--- src/rtl/rr_grant_arbiter_pkg.sv ---
// Shared constants and state encoding for the four-way round-robin grant arbiter.
package rr_grant_arbiter_pkg;

  localparam int N_REQ = 4;
  localparam int ID_W  = 2;

  typedef enum logic {
    IDLE = 1'b0,
    BUSY = 1'b1
  } arb_state_e;

endpackage

--- src/rtl/week5_ex2_decoder_always.sv ---
// Behavioural 2-to-4 decoder: sel -> one-hot out, purely combinational.
module week5_ex2_decoder_always (
  input  logic [1:0] sel,
  output logic [3:0] out
);

  always_comb begin
    out = 4'b0000;
    case (sel)
      2'd0:    out = 4'b0001;
      2'd1:    out = 4'b0010;
      2'd2:    out = 4'b0100;
      default: out = 4'b1000;
    endcase
  end

endmodule

--- src/rtl/rr_grant_arbiter.sv ---
// Round-robin owner of a one-hot select bus; grant one edge after req seen in IDLE.
// Requesters hold by keeping req high; MAX_HOLD revokes, and every handover idles one cycle.
module rr_grant_arbiter
  import rr_grant_arbiter_pkg::*;
#(
  parameter int MAX_HOLD = 8,
  parameter int HOLD_W   = 4
) (
  input  logic             clk,
  input  logic             rst_n,
  input  logic [N_REQ-1:0] req,
  output logic [N_REQ-1:0] grant,
  output logic [ID_W-1:0]  grant_id,
  output logic             grant_valid,
  output logic             timeout
);

  localparam int                HOLD_LAST_I = (MAX_HOLD > 0) ? (MAX_HOLD - 1) : 0;
  localparam logic [HOLD_W-1:0] HOLD_LAST   = HOLD_W'(HOLD_LAST_I);

  arb_state_e        state_q, state_d;
  logic [ID_W-1:0]   ptr_q, ptr_d;
  logic [HOLD_W-1:0] hold_cnt_q, hold_cnt_d;
  logic [ID_W-1:0]   grant_id_q, grant_id_d;
  logic              grant_valid_q, grant_valid_d;
  logic              timeout_q, timeout_d;

  logic [ID_W-1:0]   pick_id;
  logic [ID_W-1:0]   idx;
  logic              pick_found;
  logic [N_REQ-1:0]  dec_out;

  // First requester at or after ptr, wrapping through the 2-bit index.
  always_comb begin
    pick_id    = ptr_q;
    pick_found = 1'b0;
    idx        = ptr_q;
    for (int i = 0; i < N_REQ; i++) begin
      idx = ptr_q + ID_W'(i);
      if (!pick_found && req[idx]) begin
        pick_id    = idx;
        pick_found = 1'b1;
      end
    end
  end

  always_comb begin
    state_d       = state_q;
    ptr_d         = ptr_q;
    hold_cnt_d    = hold_cnt_q;
    grant_id_d    = grant_id_q;
    grant_valid_d = grant_valid_q;
    timeout_d     = 1'b0;
    case (state_q)
      IDLE: begin
        if (pick_found) begin
          grant_id_d    = pick_id;
          grant_valid_d = 1'b1;
          hold_cnt_d    = '0;
          state_d       = BUSY;
        end
      end
      default: begin
        if (!req[grant_id_q]) begin
          grant_valid_d = 1'b0;
          ptr_d         = grant_id_q + ID_W'(1);
          state_d       = IDLE;
        end else if ((MAX_HOLD != 0) && (hold_cnt_q == HOLD_LAST)) begin
          grant_valid_d = 1'b0;
          timeout_d     = 1'b1;
          ptr_d         = grant_id_q + ID_W'(1);
          state_d       = IDLE;
        end else if (hold_cnt_q != '1) begin
          hold_cnt_d = hold_cnt_q + HOLD_W'(1);
        end
      end
    endcase
  end

  always_ff @(posedge clk) begin
    if (!rst_n) begin
      state_q       <= IDLE;
      ptr_q         <= '0;
      hold_cnt_q    <= '0;
      grant_id_q    <= '0;
      grant_valid_q <= 1'b0;
      timeout_q     <= 1'b0;
    end else begin
      state_q       <= state_d;
      ptr_q         <= ptr_d;
      hold_cnt_q    <= hold_cnt_d;
      grant_id_q    <= grant_id_d;
      grant_valid_q <= grant_valid_d;
      timeout_q     <= timeout_d;
    end
  end

  week5_ex2_decoder_always u_dec (
    .sel (grant_id_q),
    .out (dec_out)
  );

  assign grant       = grant_valid_q ? dec_out : '0;
  assign grant_id    = grant_id_q;
  assign grant_valid = grant_valid_q;
  assign timeout     = timeout_q;

endmodule

--- config.mk ---
export PLATFORM = sky130hd
export DESIGN_NAME = rr_grant_arbiter
export DESIGN_NICKNAME = d
export VERILOG_FILES = /design/src/rtl/rr_grant_arbiter_pkg.sv /design/src/rtl/week5_ex2_decoder_always.sv /design/src/rtl/rr_grant_arbiter.sv
export SDC_FILE = /design/constraint.sdc
export NUM_CORES = 1
export LEC_CHECK = 0
export CORE_AREA = 4 4 41 43
export DETAILED_ROUTE_END_ITERATION = 7
export DIE_AREA = 0 0 45 47
export DONT_BUFFER_PORTS = 1
export PLACE_DENSITY = 0.67
export SKIP_LAST_GASP = 1
export SLEW_MARGIN = 40
export SYNTH_ARGS = -nofsm -noshare
export SYNTH_HDL_FRONTEND = slang
export SYNTH_HIERARCHICAL = 1
export SYNTH_SLANG_ARGS = --single-unit
--- constraint.sdc ---
create_clock -name clk -period 1.6 [get_ports clk]
set_input_delay 0.16 -clock clk [delete_from_list [all_inputs] [get_ports clk]]
set_output_delay 0.16 -clock clk [all_outputs]
set_load 0.1 [all_outputs]
==> results.yml <==
final_layout:
  fillers: 126
  area_growth_pct: 27.6
  drive_gt1_share_pct: 30.5
  fin_area_um2: 764
  multiInputGateArea_um2: 380
  nets: 90
  antenna_cells: 0
  seq_area_um2: 226
detailed_routing:
  dr.pass1.iters: 4
  route.vias.total: 528
  drt_iter0_markers: 10
  viasPerCell: 5.44
  wl_um: 1180
  postRouteAntennaNets: 0
  drcViolationCount: 0
  wire_per_inst_um: 12.2
worst_setup_path:
  arrival_ns: 1.31
  slowest_stage: "dfxtp_4"
  worst-path-max-fanout: 5
  critPathKind: "register to output pin"
  crit_chain: "buf_6 > nor2_1 > and2_2 > buf_12"
  required_ns: 1.44
  setup.worst_path.end_class: "output pin"
  cpPeakStageDelay_ns: 0.37
  startpoint_type: "register"
floorplanning:
  dieArea_mm2: 0.00212
  die_w_um: 45
  die_h_um: 47
  initial_utilization_pct: 46.1
  num_rows: 13
  core_mm2: 0.00130
  num_io_pins: 14
yosys:
  synth_largest_area_cell: "dfxtp_1"
  synth.most_common_cell: "dfxtp_1"
  synth_top_cells_by_count: "dfxtp_1, nor2_1, o21ai_0"
  synth_cells: 70
  async_reset_ff_share_pct: 0
  synth_area_leaders: "dfxtp_1, and2_1, o21ai_0, nor2_1, nor2b_1"
  synth_edf_count: 0
  ys_seq_area_share_pct: 36.7
  ys_ff_latch: 11
  synth_top_area_share_pct: 36.7
  netlist_area_um2: 599
  syn_nets: 77
  synthDistinctLibCells: 27
  syn_area_per_cell_um2: 8.56
  yosysWarnings: 6
  synth_ff_type: "dfxtp_1"
sta:
  finalCriticalPeriod_ns: 1.47
  slew_headroom_pct: 66.2
  tns_ns: 0
  fin_skew_ns: 0.00115
  post-route-period-util_pct: 91.8
  hold_viol: 0
  rsz0062_at_grt: "no"
  slew_viol_final: 0
  finalWorstSetupSlack_ns: 0.131
  setup_viol: 0
  worstMarginPinSlew_ns: 0.508
  fmax_mhz: 681
pwr:
  clkPwrFrac_pct: 24.7
  combPwrFrac_pct: 32.9
  ir_drop_mv: 0.481
  p_int_uw: 477
  power.leakage_uw: 0.000303
  power_density_mw_per_mm2: 993
  seqPwrFrac_pct: 42.3
  switchingPower_uw: 282
  power.share.switching_pct: 37.2
clock_network:
  root_buffer: "clkbuf_4"
  cts-buffers-inserted: 3
  clock_path_buffers: 2
  cts_tree: "built"
  clk_pin_slew_ns: 0.07
  holdBufCountCts: 0
  cts_htree_levels: 1
  cts.sinks: 11
  clk_latency_ns: 0.27
global_route:
  grt.overflow.total: 0
  grt_pass1_vias: 469
  grt_max_degree: 9
  grtUsageTotal_pct: 13.4
  grt_pass1_wl_um: 2010
  antenna_found_initial: 0
place:
  pre_cts_slack_ns: 0.164
  gp_congestion: 0.764
  io_buffers: 0
  placed_area_um2: 734
min_path:
  hp-class: "primary input to register"
status:
  status: "finished clean"
job:
  drv_cap: 0
## metal layers
metal	up-vias	routed length [um]	global-route usage, %
met5	-	0	0
met4	0	29	8.77
met3	5	80	4.98
met2	16	487	17.8
met1	234	585	17.8
li1	273	-	-
## logic make-up (layout without fill, tap and decap cells)
family / count (synthesis) / count (layout) / share of synthesized area [%]
adders and majority gates: 1 / 1 / 2.09
and+or+nand+nor: 34 / 34 / 31.9
AOI/OAI and AO/OA: 16 / 16 / 17.3
buffers and inverters: 3 / 15 / 1.88
DFF: 11 / 11 / 36.7
muxes: 3 / 3 / 7.10
xor gates and xnor gates: 2 / 2 / 2.92
## critical path: cells and delay by family, from the launching register on
family	cells	cell delay [ns]
buf+inv	2	0.40
flops	1	0.37
simple gates	2	0.27
## cell type report
class                   count  share of cell area (%)
flip-flops and latches     11                    29.6
multi-input cells          56                    49.8
inverters                   3                    1.47
clock buffers               4                    3.44
repair buffers              8                    13.3
well taps                  15                    2.45
## worst paths after layout
path | start | endpoint | slack, ns | cells after the start
worst max-delay path | grant_id[0] | grant[0] | 0.13 | 4
worst min-delay path | rst_n | grant_valid | 0.01 | 2
worst min register to register | hold_cnt_q[3] | hold_cnt_q[3] | 0.52 | 2
worst max register to register | grant_id[0] | ptr_q[1] | 0.15 | 4
## flip-flops by register name (all words and copies together) (netlist names)
register and count:
state_q 1, grant_id 2, hold_cnt_q 4, grant_valid 1
ptr_q 2, timeout 1
## metrics by stage
step	utilization, %	power, uW	instances	hold slack (ns)
after floorplan	-	519	70	0.287
after global placement	56.4	574	93	0.290
after detailed placement	56.4	577	93	0.291
after CTS	58.5	765	97	0.0110
after global routing	58.8	800	97	0.00478
final	58.8	759	97	0.0146
## cell usage in the layout (no fill, tap or decap), types with 2 or more instances in the layout
master    count
a211oi_1      2
a21oi_1       2
and2_1        2
and2_2        5
buf_12        3
buf_4         4
clkbuf_4      3
dfxtp_1       8
dfxtp_2       2
inv_1         3
mux2i_1       2
nor2_1        9
nor2b_1       5
nor3_1        2
nor3b_1       2
o21ai_0       7
## power by group through the flow
stage / clock network [uW] / logic, uW / registers, uW
global route: 208 / 267 / 325
detailed placement: 0 / 250 / 327
finish: 188 / 250 / 321
floorplan: 0 / 136 / 383
CTS: 194 / 250 / 321
global placement: 0 / 248 / 326
## repair_timing
action | in CTS | in global routing
gates resized for setup | 0 | 1
endpoints found under the setup margin | 0 | 1
setup buffers | 0 | 0
No activity file was read; power rests on OpenSTA's default activity.
